==> src/rtl/mux_select_sequencer.sv <==
// rtl/mux_select_sequencer.sv - round-robin registered select generator for a 4-to-1 mux
`timescale 1ns/1ps

module mux_select_sequencer #(
    parameter int HOLD_MAX = 15,
    parameter int CW       = 4
) (
    input  logic       clk,
    input  logic       rst_n,
    input  logic [3:0] req,
    input  logic       rel,
    output logic [1:0] s,
    output logic [3:0] gnt,
    output logic       busy,
    output logic       tout
);

    typedef enum logic {
        IDLE,
        HOLD
    } state_t;

    localparam logic [CW-1:0] HOLD_CNT = CW'(HOLD_MAX);

    state_t        state_q, state_d;
    logic [1:0]    ptr_q, ptr_d;
    logic [CW-1:0] cnt_q, cnt_d;
    logic [1:0]    s_q, s_d;
    logic [3:0]    gnt_q, gnt_d;
    logic          tout_q, tout_d;

    logic          pick_valid;
    logic [1:0]    pick_idx;
    logic [1:0]    cand;

    // Search starts just after the last winner; offset 4 wraps back onto ptr itself.
    always_comb begin
        pick_valid = 1'b0;
        pick_idx   = ptr_q;
        cand       = '0;
        for (int i = 1; i <= 4; i++) begin
            cand = ptr_q + 2'(i);
            if (!pick_valid && req[cand]) begin
                pick_valid = 1'b1;
                pick_idx   = cand;
            end
        end
    end

    always_comb begin
        state_d = state_q;
        ptr_d   = ptr_q;
        cnt_d   = cnt_q;
        s_d     = s_q;
        gnt_d   = gnt_q;
        tout_d  = 1'b0;
        case (state_q)
            IDLE: begin
                if (pick_valid) begin
                    s_d     = pick_idx;
                    gnt_d   = 4'b0001 << pick_idx;
                    ptr_d   = pick_idx;
                    cnt_d   = CW'(1);
                    state_d = HOLD;
                end
            end
            HOLD: begin
                // s is left untouched on grant end so the mux output stays put.
                if (rel || !req[s_q]) begin
                    gnt_d   = 4'b0000;
                    state_d = IDLE;
                end else if (cnt_q == HOLD_CNT) begin
                    gnt_d   = 4'b0000;
                    tout_d  = 1'b1;
                    state_d = IDLE;
                end else begin
                    cnt_d = cnt_q + CW'(1);
                end
            end
            default: begin
                gnt_d   = 4'b0000;
                state_d = IDLE;
            end
        endcase
    end

    always_ff @(posedge clk or negedge rst_n) begin
        if (!rst_n) begin
            state_q <= IDLE;
            ptr_q   <= 2'd3;
            cnt_q   <= '0;
            s_q     <= 2'd0;
            gnt_q   <= 4'b0000;
            tout_q  <= 1'b0;
        end else begin
            state_q <= state_d;
            ptr_q   <= ptr_d;
            cnt_q   <= cnt_d;
            s_q     <= s_d;
            gnt_q   <= gnt_d;
            tout_q  <= tout_d;
        end
    end

    assign s    = s_q;
    assign gnt  = gnt_q;
    assign busy = |gnt_q;
    assign tout = tout_q;

endmodule
==> config.mk <==
export PLATFORM = sky130hd
export DESIGN_NAME = mux_select_sequencer
export DESIGN_NICKNAME = d
export VERILOG_FILES = /design/src/rtl/mux_select_sequencer.sv
export SDC_FILE = /design/constraint.sdc
export NUM_CORES = 1
export LEC_CHECK = 0
export ABC_AREA = 1
export CAP_MARGIN = 20
export CORE_ASPECT_RATIO = 1.75
export CORE_MARGIN = 2
export CORE_UTILIZATION = 40
export DETAILED_ROUTE_END_ITERATION = 6
export PLACE_DENSITY_LB_ADDON = 0.3
export SETUP_SLACK_MARGIN = 0.2
export SKIP_CTS_REPAIR_TIMING = 1
export SLEW_MARGIN = 0
export SYNTH_ARGS = -nofsm -noshare
export SYNTH_HDL_FRONTEND = slang
export SYNTH_SLANG_ARGS = --single-unit
==> constraint.sdc <==
create_clock -name clk -period 4.4 [get_ports clk]
set_clock_uncertainty 0.1 [all_clocks]
set_input_delay 1.32 -clock clk [delete_from_list [all_inputs] [get_ports clk]]
set_output_delay 1.32 -clock clk [all_outputs]
set_load 0.02 [all_outputs]
==> flow_summary.ini, run 1 <==
[cells_and_area]
insertedDiodeCount = 0
final_cell_mix = nand2_1, clkdlybuf4s50_1, nand3_1, dfrtp_1
multiInputGateArea_um2 = 559
finalNetCount = 169
final_util_pct = 51.3
final_area_um2 = 1180
fillers = 239
drive_gt1_share_pct = 16.4
layout_commonest_cell = nand2_1
area_growth_pct = 19.6
register_area_um2 = 353

[sta]
finalHoldViolations = 0
grt_setup_unrepaired = no
worst-slew-pin-transition_ps = 612
setup-tns-final_ps = 0
clock.fmax_mhz = 321
timing.final.ws_setup_ps = 1280
max_slew_margin_pct = 59.1
timing.final.crit_share_pct = 70.8
setup_viol = 0
final_max_slew_viol_count = 0
fin_crit_ps = 3120

[clocking]
cts_tree = yes
clk_pin_slew_ps = 50
cts_buffers = 3
cts_buffer_depth = 2
cts_sinks = 14
insertion_delay_ps = 240
htree_levels = 1
root_buffer = clkbuf_8

[floorplanning]
initial_core_util_pct = 42.9
die-area_um2 = 2900
num_io_pins = 15
die_w_um = 41.6
row_count = 23
core_area_um2 = 2300
die_h_um = 69.7

[critical_path]
worstPathMaxFanout = 3
cp-end-kind = primary output
worst_setup_path_start_kind = flop
cp.required_ps = 2980
cp.arrival_ps = 1700
setup.worst_path.class = reg -> out

[drt]
drt_pass1_iterations = 4
remaining_drc_errors = 0
wl_per_cell_um = 11.1
viasPerCell = 4.90
wirelength_um = 2040
dr_total_vias = 902
drt_iter0_drc = 18
antenna_left = 0

[synthesis]
syn_nets = 152
syn-instance-count = 144
syn_area_per_cell_um2 = 6.86
netlist_area_um2 = 987
synthDistinctLibCells = 25
ys_seq_elements = 14
yosysSeqAreaShare_pct = 35.7
yosys_warnings = 0

[placed_design]
pre_cts_slack_ps = 1440
dp_hpwl_um = 1620
placed_area_um2 = 1140
gp_congestion = 0.850
io_buffers = 14

[global_routing]
grt_pass1_vias = 895
grt_use_total_pct = 15.7
grt_antenna_before_repair = 0
grt_max_degree = 15
overflow = 0
grt_pass1_wl_um = 3630

[power_and_ir_drop]
power_density_nw_per_um2 = 834
cellLeakagePower_uw = 0.000633
ir_worst_vdd_v = 0.000418

[worst_hold_path]
hold_path_class = reg -> reg

[flow_run]
drv_cap = 0

[status]
status = finished, final reports clean
[kinds of logic (layout without fill, tap and decap cells)]
family / count (synthesis) / in the layout / synth area share, %
AO/OA/AOI/OAI: 9 / 9 / 5.45
XOR/XNOR: 1 / 1 / 0.887
adder cells (fa/ha/maj): 1 / 1 / 1.27
buffers and inverters: 15 / 30 / 7.61
flip-flops: 14 / 14 / 35.7
AND/OR/NAND/NOR: 104 / 104 / 49.0
[report_power, final]
part           leakage, uW  internal, uW  switching, uW
Combinational     0.000436           226            406
Sequential        0.000175           187           63.6
Clock            0.0000216          60.4           41.4
Total             0.000633           473            511
[sequential cells by signal, summed over array words and instances, names as in the netlist]
name and cells:
s 2, ptr_q 2, tout 1, cnt_q 4, gnt 4, state_q 1
[final timing paths]
path | start | slack (ps) | cells past startpoint | endpoint
max | gnt[1] | 1280 | 2 | busy
min | gnt[1] | 410 | 2 | gnt[1]
max reg2reg | ptr_q[0] | 2510 | 11 | s[0]
min reg2reg | gnt[1] | 410 | 2 | gnt[1]
max in group asynchronous | rst_n | 2440 | 1 | gnt[2]
min in group asynchronous | rst_n | 1360 | 1 | s[1]
[Yosys cell counts, drive strengths merged]
| cell | instances | area [um2] |
|---|---|---|
| dfrtp | 12 | 300 |
| nor3 | 1 | 5.00 |
| nor2 | 9 | 41.3 |
| ha | 1 | 12.5 |
| o21bai | 1 | 7.51 |
| nand3 | 15 | 85.1 |
| o21ai | 7 | 38.8 |
| o211ai | 1 | 7.51 |
| dfstp | 2 | 52.6 |
| nand4 | 1 | 6.26 |
| or4 | 1 | 7.51 |
| nand2 | 77 | 339 |
| xor2 | 1 | 8.76 |
| buf | 2 | 18.8 |
| inv | 13 | 56.3 |
[metrics by stage]
step                hold WS, ps  instances  power, uW
floorplan                   397        144        739
global placement            389        181        869
detailed placement          400        181        883
CTS                         413        184        989
global route                431        184       1090
finish                      411        184        985
[critical path: stages (launching register included)]
cell             delay, ps
dfrtp_1                390
or4_1                  510
clkdlybuf4s50_1        550
[layer usage]
metal	vias to the layer above	wire (um)	global-route usage, %
li1	483	-	-
met1	408	845	15.9
met2	7	1120	29.5
met3	4	30	1.30
met4	0	40	9.32
met5	-	0	0
[area by class of cell]
cell class | instances | area share (%)
multi-input combinational | 115 | 47.4
sequential | 14 | 29.9
timing repair buffer | 14 | 11.9
inverter | 13 | 4.77
clock buffer | 3 | 3.50
tap | 25 | 2.65
Note: power is estimated with default switching activity, not from simulation.
==> run 2, diff against run 1 <==
clock period = 2.7 ns   (was 4.4 ns; I/O delays follow)
==> run 2 against run 1 <==
Design area is 0.21% higher. Via count stayed put. Critical path depth stayed put. Critical path type unchanged.
==> flow_summary.ini, run 2 (same netlist as run 1, synthesis figures left out) <==
[sta]
grt_setup_unrepaired = no
hold_ws_ps = 411
worst-slew-pin-transition_ps = 612
clock.fmax_mhz = 441
setup-tns-final_ps = 0
final_max_slew_viol_count = 0
timing.final.crit_share_pct = 83.9
fin_crit_ps = 2270
max_slew_margin_pct = 59.1
setup_viol = 0
finalHoldViolations = 0

[critical_path]
rr_startpoint = ptr_q[0]
cp-end-kind = primary output
r2r_end = s[0]
crit_path_start = gnt[1]
r2r_cells = 11
worst_setup_path_start_kind = flop
cp.arrival_ps = 1360
setup.worst_path.class = reg -> out
worstPathMaxFanout = 3
cp.required_ps = 1790
rrSetupSlack_ps = 810

[power_and_ir_drop]
finalPower_uw = 1600
share_clk_of_total_power_pct = 10.4
p_sw_share_pct = 52.0
cellLeakagePower_uw = 0.000643
ir_worst_vdd_v = 0.000681
power_density_nw_per_um2 = 1350
p_int_uw = 770
seqPwrFrac_pct = 25.5
power_switching_uw = 832
pwr-share-comb_pct = 64.1

[cells_and_area]
area_growth_pct = 19.9
layout_commonest_cell = nand2_1
fillers = 240
multiInputGateArea_um2 = 559
fin_cells = 184
insertedDiodeCount = 0
final_cell_mix = nand2_1, nand3_1, clkdlybuf4s50_1, dfrtp_1
drive_gt1_share_pct = 16.4
finalNetCount = 169
register_area_um2 = 353

[floorplanning]
initial_core_util_pct = 42.9
die_w_um = 41.6
die_h_um = 69.7
row_count = 23
die-area_um2 = 2900
core_area_um2 = 2300
num_io_pins = 15

[drt]
wl_per_cell_um = 11.1
remaining_drc_errors = 0
drt_pass1_iterations = 4
wirelength_um = 2040
drt_iter0_drc = 18
dr_total_vias = 902
viasPerCell = 4.90
antenna_left = 0

[clocking]
cts_tree = yes
cts_sinks = 14
cts_buffers = 3
insertion_delay_ps = 240
clk_pin_slew_ps = 50
cts_buffer_depth = 2
htree_levels = 1
root_buffer = clkbuf_8

[global_routing]
grt_antenna_before_repair = 0
grt_pass1_vias = 895
grt_pass1_wl_um = 3630
grt_max_degree = 15
overflow = 0
grt_use_total_pct = 15.7

[worst_hold_path]
hold_path_class = reg -> reg
worstHoldStart = gnt[1]
hold_depth = 2
hold_end = gnt[1]

[status]
status = finished, final reports clean

[placed_design]
io_buffers = 14
dp_hpwl_um = 1620
gp_congestion = 0.850
dp_cells = 181

[flow_run]
drv_cap = 0
## run 2: cell count changes in the layout (fill, tap and decap cells not counted)
cell / previous run / this run
clkdlybuf4s50_1: 14 / 13
dlymetal6s2s_1: 0 / 1
## run 2: critical path: stages (launching register included)
cell and delay [ps]:
dfrtp_1 390, or4_1 510, dlymetal6s2s_1 220
## run 2: area by class of cell
| class | instances | area share (%) |
|---|---|---|
| well taps | 25 | 2.64 |
| repair buffers | 14 | 12.1 |
| inverters | 13 | 4.76 |
| multi-input cells | 115 | 47.3 |
| clock buffers | 3 | 3.49 |
| flip-flops and latches | 14 | 29.8 |
## run 2: worst max-delay path by stage
stage                          end  slack, ps  depth (start not counted)
after global routing      cnt_q[3]        310                          9
after floorplan               busy        690                          1
final                         busy        430                          2
after detailed placement      s[0]        250                         11
after global placement    cnt_q[0]        270                         11
after CTS                     busy         80                          2
## run 2: power groups by stage
| stage | registers (uW) | logic, uW | clock network [uW] |
|---|---|---|---|
| after CTS | 409 | 1030 | 172 |
| after detailed placement | 412 | 1030 | 0 |
| after floorplan | 393 | 811 | 0 |
| after global placement | 410 | 1010 | 0 |
| after global routing | 420 | 1180 | 178 |
| final | 409 | 1030 | 166 |
## run 2: per-stage QoR
step / util [%] / cell area, um2 / setup slack, ps
after floorplan: - / 987 / 694
after global placement: 49.5 / 1140 / 266
after detailed placement: 49.5 / 1140 / 246
after CTS: 51.3 / 1180 / 78.0
after global routing: 51.4 / 1180 / 310
final: 51.4 / 1180 / 434
## run 2: layer usage
layer / part of all wire [%] / GRT usage [%] / routed length (um) / up-vias
li1: - / - / - / 483
met1: 41 / 15.9 / 845 / 408
met2: 55 / 29.5 / 1120 / 7
met3: 1.5 / 1.30 / 30 / 4
met4: 2.0 / 9.32 / 40 / 0
met5: 0 / 0 / 0 / -
==> run 3, diff against run 2 <==
clock period = 2.1 ns   (was 2.7 ns; I/O delays follow)
==> run 3 against run 2 <==
Register-to-register slack worse by 710 ps. First-iteration DRC count down 17%. Die area unchanged. Combinational power up 140%. Worst hold slack better by 55 ps. Non-clock buffer count up 28. Count of clock-buffer cells in the layout up 1. Design area up 41%. Sequential power up 25%. Sequential cell count unchanged. Largest power group unchanged.
==> flow_summary.ini, run 3 (same netlist as run 1, synthesis figures left out) <==
[worst_hold_path]
worstHoldStart = cnt_q[3]
hold_path_class = reg -> reg

[clocking]
htree_levels = 1
cts_buffers = 3
cts_sinks = 14
root_buffer = clkbuf_8
clk_pin_slew_ps = 60
cts_buffer_depth = 2
insertion_delay_ps = 250
cts_tree = yes

[cells_and_area]
fin_cells = 213
final_util_pct = 72.6
drive_gt1_share_pct = 44.1
area_growth_pct = 69.2
insertedDiodeCount = 0
fillers = 167
final_area_um2 = 1670
final_cell_mix = nand2_1, buf_4, nand2_2, nand2_4, dfrtp_1
finalNetCount = 197
layout_commonest_cell = nand2_1

[flow_run]
drv_cap = 0

[floorplanning]
die-area_um2 = 2900
num_io_pins = 15
die_w_um = 41.6
core_area_um2 = 2300
die_h_um = 69.7
initial_core_util_pct = 42.9
row_count = 23

[critical_path]
crit_slowest_cell = or4_4
worst_setup_path_start_kind = flop
cp-end-kind = primary output
crit_path_start = gnt[2]
cpPeakStageDelay_ps = 540
setup.worst_path.class = reg -> out
rr_startpoint = ptr_q[0]
cp.arrival_ps = 1310
cp.required_ps = 1370
crit_chain = or4_4, buf_6
worstPathMaxFanout = 2

[global_routing]
grt_pass1_wl_um = 3970
grt-busiest-layer = met2
grt_pass1_vias = 1011
globalRouteMet3Util_pct = 1.30
grt_use_total_pct = 17.2
grt_util_met1_pct = 16.2
grt_antenna_before_repair = 0
use_met2_pct = 33.2
overflow = 0
grt_max_degree = 15

[placed_design]
dp_cells = 189
pre_cts_slack_ps = -148
io_buffers = 14
placed_area_um2 = 1200
gp_congestion = 0.819
dp_hpwl_um = 1720

[drt]
viasPerCell = 5.33
drt_iter0_drc = 15
drt_pass1_iterations = 4
antenna_left = 0
wl_per_cell_um = 15.1
remaining_drc_errors = 0
wirelength_um = 3230
dr_total_vias = 1135

[sta]
finalHoldViolations = 0
timing.final.ws_setup_ps = 63.0
setup_viol = 0
setup-tns-final_ps = 0
grt_setup_unrepaired = yes
final_max_slew_viol_count = 0
worst-slew-pin-transition_ps = 230
fin_crit_ps = 2040
timing.final.crit_share_pct = 97.0
clock.fmax_mhz = 491
max_slew_margin_pct = 84.7

[status]
status = finished, final reports clean

[power_and_ir_drop]
ir_worst_vdd_v = 0.00118
power_density_nw_per_um2 = 1940
cellLeakagePower_uw = 0.000988
[run 3: cell count changes in the layout (fill, tap and decap cells not counted), moves of 3 or more]
cell and delta:
buf_4 +19, nand2_1 -18, clkdlybuf4s50_1 -11, dlymetal6s2s_1 +10
nand2_4 +10, buf_6 +7, nand2_2 +7, buf_12 +3
nor2_1 -3, nor2_4 +3, o21ai_2 +3
[run 3: path summary, 6_finish.rpt]
| kind | end | slack [ps] | cells past startpoint |
|---|---|---|---|
| setup / recovery | busy | 60 | 2 |
| hold / removal | cnt_q[3] | 470 | 2 |
| setup reg to reg | cnt_q[0] | 100 | 12 |
| hold reg to reg | cnt_q[3] | 470 | 2 |
| max in group asynchronous | ptr_q[0] | 1070 | 2 |
| min in group asynchronous | gnt[2] | 590 | 2 |
[run 3: power breakdown]
| group | total, uW | switching [uW] | internal (uW) |
|---|---|---|---|
| clock | 259 | 93.0 | 166 |
| combinational | 2470 | 1400 | 1080 |
| sequential | 512 | 120 | 391 |
| total | 3240 | 1610 | 1640 |
[run 3: worst max-delay path, delay by kind of cell, from the launching register on]
kind / cells / cell delay [ps]
DFF: 1 / 380
and+or+nand+nor: 1 / 540
buffers and inverters: 1 / 150
[run 3: stage by stage]
stage               power (uW)  hold WS, ps
floorplan                 1550          234
global placement          1870          424
detailed placement        1900          439
CTS                       2180          458
global route              3440          502
finish                    3240          466
[run 3: area by class of cell]
type	count	area [um2]	share of cell area, %
multi-input combinational	115	731	43.7
timing repair buffer	42	439	26.3
sequential	14	353	21.1
inverter	13	61.3	3.67
clock buffer	4	55.1	3.30
tap	25	31.3	1.87
[run 3: routing by layer]
metal | vias up | part of all wire [%]
met5 | - | 0
met4 | 0 | 3.6
met3 | 16 | 3.3
met2 | 32 | 59
met1 | 548 | 34
li1 | 539 | -
